==> src/rtl/gate_send.sv <==
// Egress routing gate: checks each UL packet against a host-programmed per-source
// capability table, forwards authorised packets with a route tag, drops and counts the rest.
module gate_send #(
    parameter int unsigned N_SRCS = 4,
    parameter int unsigned DATA_W = 64,
    parameter int unsigned CNT_W  = 16
) (
    input  logic              aclk,
    input  logic              areset,
    input  logic              host_route_cap_valid,
    input  logic [15:0]       host_route_cap_in,
    input  logic              s_axis_tvalid,
    output logic              s_axis_tready,
    input  logic [DATA_W-1:0] s_axis_tdata,
    input  logic              s_axis_tlast,
    input  logic [1:0]        s_axis_tid,
    output logic              m_axis_tvalid,
    input  logic              m_axis_tready,
    output logic [DATA_W-1:0] m_axis_tdata,
    output logic              m_axis_tlast,
    output logic [7:0]        m_route_out,
    output logic [CNT_W-1:0]  drop_cnt_out,
    output logic              drop_pulse
);

    typedef enum logic [1:0] {IDLE, FWD, DROP} state_t;

    state_t     state;
    logic       run;
    logic [3:0] cap_en;
    logic [7:0] cap_tag [4];
    logic [1:0] wr_id;
    logic       wr_ok;
    logic       out_free;
    logic       accept;
    logic       first_ok;
    logic       cap_unused;

    assign wr_id      = host_route_cap_in[1:0];
    assign wr_ok      = host_route_cap_valid && (32'(wr_id) < N_SRCS);
    assign cap_unused = ^host_route_cap_in[7:3];
    assign out_free   = !m_axis_tvalid || m_axis_tready;
    assign accept     = s_axis_tvalid && s_axis_tready;
    assign first_ok   = (32'(s_axis_tid) < N_SRCS) && cap_en[s_axis_tid];

    // run holds tready low through reset; DROP drains regardless of egress backpressure.
    always_comb begin
        s_axis_tready = 1'b0;
        if (run) begin
            s_axis_tready = (state == DROP) ? 1'b1 : out_free;
        end
    end

    always_ff @(posedge aclk) begin
        if (areset) begin
            state         <= IDLE;
            run           <= 1'b0;
            cap_en        <= '0;
            for (int unsigned i = 0; i < 4; i++) begin
                cap_tag[i] <= '0;
            end
            m_axis_tvalid <= 1'b0;
            m_axis_tdata  <= '0;
            m_axis_tlast  <= 1'b0;
            m_route_out   <= '0;
            drop_cnt_out  <= '0;
            drop_pulse    <= 1'b0;
        end else begin
            run        <= 1'b1;
            drop_pulse <= 1'b0;

            if (wr_ok) begin
                cap_en[wr_id]  <= host_route_cap_in[2];
                cap_tag[wr_id] <= host_route_cap_in[15:8];
            end

            if (m_axis_tready) begin
                m_axis_tvalid <= 1'b0;
            end

            if (accept) begin
                case (state)
                    IDLE: begin
                        if (first_ok) begin
                            m_axis_tvalid <= 1'b1;
                            m_axis_tdata  <= s_axis_tdata;
                            m_axis_tlast  <= s_axis_tlast;
                            m_route_out   <= cap_tag[s_axis_tid];
                            state         <= s_axis_tlast ? IDLE : FWD;
                        end else begin
                            drop_pulse <= 1'b1;
                            if (drop_cnt_out != '1) begin
                                drop_cnt_out <= drop_cnt_out + CNT_W'(1);
                            end
                            state <= s_axis_tlast ? IDLE : DROP;
                        end
                    end
                    FWD: begin
                        m_axis_tvalid <= 1'b1;
                        m_axis_tdata  <= s_axis_tdata;
                        m_axis_tlast  <= s_axis_tlast;
                        if (s_axis_tlast) begin
                            state <= IDLE;
                        end
                    end
                    DROP: begin
                        if (s_axis_tlast) begin
                            state <= IDLE;
                        end
                    end
                    default: state <= IDLE;
                endcase
            end
        end
    end

endmodule
==> config.mk <==
export PLATFORM = sky130hd
export DESIGN_NAME = gate_send
export DESIGN_NICKNAME = d
export VERILOG_FILES = /design/src/rtl/gate_send.sv
export SDC_FILE = /design/constraint.sdc
export NUM_CORES = 1
export LEC_CHECK = 0
export CAP_MARGIN = 20
export CORE_MARGIN = 2
export CORE_UTILIZATION = 46
export DETAILED_ROUTE_END_ITERATION = 10
export PLACE_DENSITY = 0.87
export SYNTH_ARGS = -nofsm -noshare
export SYNTH_HDL_FRONTEND = slang
export SYNTH_SLANG_ARGS = --single-unit
==> constraint.sdc <==
create_clock -name aclk -period 3.51 [get_ports aclk]
set_input_delay 0.702 -clock aclk [delete_from_list [all_inputs] [get_ports aclk]]
set_output_delay 0.702 -clock aclk [all_outputs]
set_load 0.03 [all_outputs]
# [Yosys cells after proc, flatten, opt, wreduce, memory -nomap -nowiden]
# Memories as Yosys holds them, arrays and structs flattened. A register that Yosys moved wholly into a read port is not among the register bits.
# Cells that the tools add are included.
[totals] ramBits=32 n_memories=1 out_inout_bits=92 word_cells=64 input_bits=88 regBits=90
[memory_table] name="cap_tag" depth=4 word_bits=8 read_ports=1 rd_ports_with_merged_regs=1 write_ports=4 line="31" text="logic [7:0] cap_tag [4];"
[classes] n_eq_ne=5 n_reduce_logical=13 n_bitwise=3 muxes=30 order_cmp=3 n_addsub=1
[op_table] op="$pmux W64 S2" count=1
[op_table] op="$mux W64" count=1
[op_table] op="$mux W1" count=17
[op_table] op="$add A16 B1 Y16 const B" count=1
[op_table] op="$ne A16 B16 Y1 const B" count=1
[op_table] op="$mux W2" count=4
[op_table] op="$mux W8" count=1
[op_table] op="$reduce_or A8 Y1" count=1
[op_table] op="$lt A2 B3 Y1 const B" count=2
[op_table] op="$reduce_and A3 Y1" count=2
[op_table] op="$bwmux W4" count=1
[op_table] op="$pmux W1 S2" count=2
[op_table] op="$pmux W2 S2" count=1
[op_table] op="$reduce_and A4 Y1" count=1
[op_table] op="$not A1 Y1" count=3
[op_table] op="$reduce_or A3 Y1" count=1
[op_table] op="$bmux W1 S2" count=1
[op_table] op="$demux W1 S2" count=1
[op_table] op="$eq A2 B1 Y1 const B" count=1
[op_table] op="$eq A2 B2 Y1 const B" count=1
[op_table] op="$ge A2 B1 Y1 const B" count=1
[op_table] op="$logic_and A1 B1 Y1" count=2
[op_table] op="$logic_not A2 Y1" count=1
[op_table] op="$ne A2 B1 Y1 const B" count=1
[op_table] op="6 further kinds" count=6

# [Depth between registers and ports, before layout]
# Gate-level depths: netlist of run 1.
[depth] depth_word=7 depth_mapped=8 mapped_depth_nobuf=6

# [Worst setup path after synthesis of run 1]
# OpenSTA, ideal clock, no wires.
[synth_path] path_type="in2reg" start="input s_axis_tid[0]" end="register drop_cnt_out[8]" slack_ns=0.823 setup_time_ns=0.121 t_arrival_ns=2.567 path_buffers=2 stages=6 t_required_ns=3.389 path_cell_list="buf_6 mux4_2 or3_4 buf_6 nor4b_1 mux2_2"
[synth_between] elab_chain_cells=4
[synth_rtl] item="from (decl)" line="16" text="input logic [1:0] s_axis_tid,"
[synth_rtl] item="$bmux W1 S2" line="44" text="assign first_ok = (32'(s_axis_tid) < N_SRCS) && cap_en[s_axis_tid];"
[synth_rtl] item="$mux W1 (not written as such)" line="44"
[synth_rtl] item="$not A1 Y1 (no line)"
[synth_rtl] item="$reduce_and A4 Y1 (no line)"
[synth_rtl] item="to (signal assigned)" line="93" text="drop_cnt_out <= drop_cnt_out + CNT_W'(1);"
[synth_rtl] item="to (decl)" line="22" text="output logic [CNT_W-1:0] drop_cnt_out,"
# Every way passes these cells. The select of a mux whose other input is x is not followed.
# A chain may end at the register's enable or synchronous reset.

# [Worst setup path in the final report of run 1]
[layout_path] start="input m_axis_tready" end="output s_axis_tready"
[layout_between] elab_chain_cells=3
[layout_rtl] item="from (decl)" line="18" text="input logic m_axis_tready,"
[layout_rtl] item="$logic_or A1 B1 Y1" line="42" text="assign out_free = !m_axis_tvalid || m_axis_tready;"
[layout_rtl] item="$mux W1" line="50" text="s_axis_tready = (state == DROP) ? 1'b1 : out_free;"
[layout_rtl] item="$mux W1" line="49" text="if (run) begin"
[layout_rtl] item="to (decl)" line="13" text="output logic s_axis_tready,"
# Every way passes these cells.

==> flow_summary.json, run 1 <==
{
  "status": "finished clean",
  "ys_types": 40,
  "dp_hpwl_um": 10400,
  "hold_viol_final": 0,
  "rsz0062_at_grt": "false",
  "totalWireLength_um": 15600,
  "hp-class": "flop to flop",
  "ioPinCount": 180,
  "skew_ps": 10.3,
  "crit_fanout": 4,
  "dieArea_um2": 12600,
  "ys.flop_type": "dfxtp_1",
  "port_buffers": 174,
  "grt_max_degree": 66,
  "tns_ps": 0,
  "clock_latency_ps": 410,
  "syn-instance-count": 560,
  "viasPerCell": 5.84,
  "antenna_found_initial": 0,
  "die_w_um": 112,
  "seq_area_frac_synth_pct": 54.0,
  "clockBufferDepth": 2,
  "synth.area.top_cells": "dfxtp_1 36%, edfxtp_1 18%, a21oi_1 7.1%, nand3_1 6.8%, o21ai_0 6.1%",
  "ctsResizeCount": 0,
  "drt_iter0_drc": 513,
  "setup_viol": 0,
  "gr-usage-met3_pct": 5.83,
  "worst-r2r-setup-slack_ps": 1160,
  "power.total_mw": 3.57,
  "ys_ff_latch": 130,
  "r2r-end": "m_axis_tdata[36]$_SDFFE_PP0P_",
  "yosysWarningCount": 0,
  "cts_sinks": 130,
  "critPathArrivalTime_ps": 2460,
  "syn_avg_cell_area_um2": 9.66,
  "use_met1_pct": 29.6,
  "reg2reg_from": "state[0]$_SDFFE_PP0P_",
  "root_buffer": "clkbuf_16",
  "coreArea_um2": 11500,
  "grt.overflow.total": 0,
  "slew_violations": 0,
  "clk_pin_slew_ps": 50,
  "nets": 806,
  "final_area_um2": 7810,
  "antenna_left": 0,
  "tritoncts": "built",
  "die-height_um": 112,
  "synthArstFlopShare_pct": 0,
  "grtUsageMet2_pct": 42.0,
  "hold_start": "m_axis_tdata[20]$_SDFFE_PP0P_",
  "max_freq_mhz": 317,
  "grt_pass1_wl_um": 24400,
  "start_util_pct": 47.2,
  "grt_busiest_layer": "met2",
  "utilization_pct": 68.1,
  "antenna_cells": 0,
  "cts_max_level": 4,
  "post_cts_buffers": 0,
  "synth_top_area_share_pct": 36.3,
  "maxSlewHeadroom_pct": 31.2,
  "track_usage_pct": 24.3,
  "hold-path-cell-count": 2,
  "syn_nets": 652,
  "min_period_over_period_pct": 90.0,
  "synth-edff-count": 32,
  "end_kind": "output pin",
  "grt_pass1_vias": 4874,
  "area_delta_synth_final_pct": 44.3,
  "r2r_cells": 7,
  "powerDensity_nw_per_um2": 458,
  "leakage_nw": 2.67,
  "synth_area_leader_cell": "dfxtp_1",
  "postPlaceCellArea_um2": 7230,
  "via_count": 5081,
  "post-route-drc-count": 0,
  "cts_buffers": 17,
  "worst_hold_path.endpoint": "m_axis_tdata[20]$_SDFFE_PP0P_",
  "worst_pin_slew_ps": 1030,
  "detail_route.wl_per_cell_um": 17.9,
  "drive_above_1_share_pct": 7.70,
  "dr.pass1.iters": 5,
  "maxCapViolations": 0,
  "startpoint_type": "primary input",
  "min_period_ps": 3160,
  "netlist_area_um2": 5410,
  "ctsHoldBuffers": 0,
  "ir_worst_vdd_uv": 285,
  "worstPathRequired_ps": 2810,
  "placementRows": 39,
  "critical_path_class": "primary input to output pin",
  "gp_congestion": 0.864
}
[kinds of logic (layout without fill, tap and decap cells)]
family	Yosys count	after routing	share of synthesized area, %
flops	130	130	54.0
simple gates	177	177	16.7
buf+inv	64	231	5.16
mux	28	28	7.91
compound gates	157	157	15.2
fa+ha+maj	4	4	0.925
[how the worst max path moves through the flow]
stage                              from  cells past startpoint  slack, ps                      endpoint
after floorplan           s_axis_tid[0]                      6        820  drop_cnt_out[8]$_SDFFE_PP0P_
after global placement    s_axis_tid[0]                      5        280  drop_cnt_out[8]$_SDFFE_PP0P_
after detailed placement  s_axis_tid[0]                      5        240  drop_cnt_out[8]$_SDFFE_PP0P_
after CTS                 m_axis_tready                      4        350                 s_axis_tready
after global routing      m_axis_tready                      4        290                 s_axis_tready
final                     m_axis_tready                      4        350                 s_axis_tready
[critical path, stage by stage]
cell and delay [ps]:
clkdlybuf4s50_1 450, or3b_2 530, and2_1 180, clkdlybuf4s50_1 610
[placed cells by master (no fill, tap or decap), types with 2 or more instances in the layout]
cell type and instances:
nand3_1 73, clkinvlp_4 4, clkinv_2 2, mux2_2 4
ha_1 4, inv_1 17, nand2_1 19, mux4_1 8
or4_1 10, o2111ai_1 2, and3_2 2, mux2i_1 14
nor4_1 4, inv_6 2, nand4_1 5, buf_4 6
dfxtp_1 98, o31ai_1 10, o21ai_0 66, clkbuf_16 17
a21oi_1 77, or3b_2 2, buf_12 3, clkbuf_8 3
or3_1 2, nor2_1 43, nor2b_1 4, nand3b_1 2
edfxtp_1 32, clkdlybuf4s50_1 173
[per-layer routing]
layer  part of all wire, %  wire (µm)
met1                    40       6190
met5                     0          0
met2                    50       7830
met4                   1.7        265
met3                   8.4       1320
[state kept, by name (all words and copies together) (netlist names)]
name	count
m_axis_tvalid	1
m_route_out	8
m_axis_tlast	1
state	2
m_axis_tdata	64
run	1
cap_tag	32
cap_en	4
drop_cnt_out	16
drop_pulse	1
[area by class of cell]
class,count,area [µm²]
Sequential cell,130,2920
Tap cell,143,179
Timing Repair Buffer,182,1840
Inverter,17,63.8
Fill cell,843,3660
Clock inverter,11,103
Multi-Input combinational cell,366,2230
Clock buffer,21,470
[stage by stage]
stage / hold WS (ps) / std cells / setup WS (ps)
floorplan: 449 / 560 / 823
global placement: 458 / 838 / 276
detailed placement: 467 / 838 / 244
CTS: 475 / 870 / 350
global route: 497 / 870 / 293
finish: 475 / 870 / 351
[synth_stat cells (all sizes together), types with 5 or more instances]
cell,instances
a21oi,77
buf,6
clkbuf,40
dfxtp,98
edfxtp,32
inv,17
mux2i,15
mux4,9
nand2,19
nand3,74
nand4,5
nor2,43
o21ai,66
o31ai,10
or4,11
[report_power, final]
group          internal (mW)  total, mW  switching (mW)
clock network           1.03       1.68           0.651
registers               1.58       1.59          0.0154
logic                  0.144      0.301           0.157
Power figures use the tool's default switching activity.
==> run 2: changes to the inputs <==
Settings changed: CELL_PAD_IN_SITES_DETAIL_PLACEMENT set to 1, CELL_PAD_IN_SITES_GLOBAL_PLACEMENT set to 2, CORE_UTILIZATION 46 to 27.
==> flow_summary.json, run 2 (synthesized netlist as in run 1, its figures left out) <==
{
  "ctsHoldBuffers": 0,
  "setup_viol": 0,
  "end_kind": "output pin",
  "post-route-drc-count": 0,
  "gp_congestion": 0.731,
  "maxSlewHeadroom_pct": 48.1,
  "final_common_cell": "clkdlybuf4s50_1",
  "port_buffers": 174,
  "critPathArrivalTime_ps": 2480,
  "ir_worst_vdd_uv": 338,
  "largest_reg_flops": 64,
  "coreArea_um2": 19600,
  "tritoncts": "built",
  "placementRows": 51,
  "die-height_um": 146,
  "leakage_nw": 2.70,
  "grt_busiest_layer": "met2",
  "mostFrequentLayoutCells": "173 x clkdlybuf4s50_1, 98 x dfxtp_1, 77 x a21oi_1",
  "reg2reg_from": "cap_en[3]$_SDFFE_PP0P_",
  "via_count": 4912,
  "r2r-end": "drop_cnt_out[8]$_SDFFE_PP0P_",
  "dieArea_um2": 21200,
  "startpoint_type": "primary input",
  "totalWireLength_um": 17300,
  "reg_top3": "m_axis_tdata (64), cap_tag (32), drop_cnt_out (16)",
  "grt_max_degree": 66,
  "drt_iter0_drc": 190,
  "min_period_ps": 3180,
  "gr-usage-met3_pct": 4.83,
  "cts_max_level": 4,
  "root_buffer": "clkbuf_16",
  "use_met1_pct": 18.9,
  "ioPinCount": 180,
  "worst_pin_slew_ps": 778,
  "cts_sinks": 130,
  "worstPathRequired_ps": 2810,
  "hold_viol_final": 0,
  "final_area_um2": 7990,
  "antenna_cells": 0,
  "tns_ps": 0,
  "hold-path-cell-count": 2,
  "postPlaceCellArea_um2": 7380,
  "cts_buffers": 17,
  "antenna_found_initial": 0,
  "grt_pass1_wl_um": 27900,
  "crit_fanout": 4,
  "dp_hpwl_um": 11700,
  "rsz0062_at_grt": "false",
  "grt.overflow.total": 0,
  "cp-endpoint": "s_axis_tready",
  "grtUsageMet2_pct": 29.1,
  "drive_above_1_share_pct": 7.96,
  "status": "finished clean",
  "max_freq_mhz": 315,
  "detail_route.wl_per_cell_um": 17.4,
  "ctsResizeCount": 0,
  "clockBufferDepth": 2,
  "critical_path_class": "primary input to output pin",
  "whs_ps": 478,
  "hp-class": "flop to flop",
  "clock_latency_ps": 410,
  "maxCapViolations": 0,
  "clk_pin_slew_ps": 60,
  "worst-r2r-setup-slack_ps": 1220,
  "min_period_over_period_pct": 90.5,
  "dr.pass1.iters": 4,
  "largest_register": "m_axis_tdata",
  "skew_ps": 10.7,
  "grt_pass1_vias": 5257,
  "area_delta_synth_final_pct": 47.7,
  "viasPerCell": 4.94,
  "post_cts_buffers": 0,
  "r2r_cells": 4,
  "slew_violations": 0,
  "die_w_um": 146,
  "antenna_left": 0,
  "fillers": 2207,
  "worstSetupStartpoint": "m_axis_tready",
  "start_util_pct": 27.6,
  "track_usage_pct": 16.4,
  "nets": 808,
  "powerDensity_nw_per_um2": 461
}
## run 2: worst min-delay path by stage
stage	startpoint	endpoint
after CTS	m_axis_tdata[15]$_SDFFE_PP0P_	m_axis_tdata[15]$_SDFFE_PP0P_
after floorplan	state[1]$_SDFFE_PP0P_	state[1]$_SDFFE_PP0P_
final	m_axis_tdata[15]$_SDFFE_PP0P_	m_axis_tdata[15]$_SDFFE_PP0P_
after global routing	m_axis_tdata[3]$_SDFFE_PP0P_	m_axis_tdata[3]$_SDFFE_PP0P_
after global placement	m_axis_tdata[22]$_SDFFE_PP0P_	m_axis_tdata[22]$_SDFFE_PP0P_
after detailed placement	m_axis_tdata[25]$_SDFFE_PP0P_	m_axis_tdata[25]$_SDFFE_PP0P_
## run 2: metal layers
| metal | part of all wire [%] | vias up |
|---|---|---|
| met1 | 43 | 2414 |
| met5 | 0 | - |
| li1 | - | 2350 |
| met4 | 1.8 | 0 |
| met3 | 4.4 | 20 |
| met2 | 51 | 128 |
## run 2: layout make-up
| type | instances | area (µm²) | area share (%) |
|---|---|---|---|
| sequential | 130 | 2920 | 36.6 |
| tap | 265 | 332 | 4.15 |
| clock buffer | 17 | 425 | 5.33 |
| clock inverter | 15 | 170 | 2.13 |
| inverter | 17 | 63.8 | 0.799 |
| multi-input combinational | 366 | 2230 | 27.9 |
| timing repair buffer | 184 | 1840 | 23.1 |
## run 2: where the power goes
group / leakage, nW / internal [mW] / total (mW) / switching [mW]
sequential: 1.11 / 1.57 / 1.59 / 0.0152
clock: 0.294 / 1.07 / 1.79 / 0.721
combinational: 1.30 / 0.144 / 0.303 / 0.159
## run 2: worst max-delay path: stages
cell and delay, ps:
clkdlybuf4s50_1 450, or3b_2 530, and2_1 180, clkdlybuf4s50_1 610
## run 2: per-stage QoR
stage / power (mW) / utilization (%) / setup WS, ps / instances
after floorplan: 1.76 / - / 823 / 560
after detailed placement: 1.93 / 37.7 / 261 / 961
final: 3.68 / 40.8 / 333 / 994
after global routing: 3.83 / 40.8 / 308 / 994
after CTS: 3.74 / 40.7 / 333 / 993
after global placement: 1.91 / 37.7 / 281 / 961
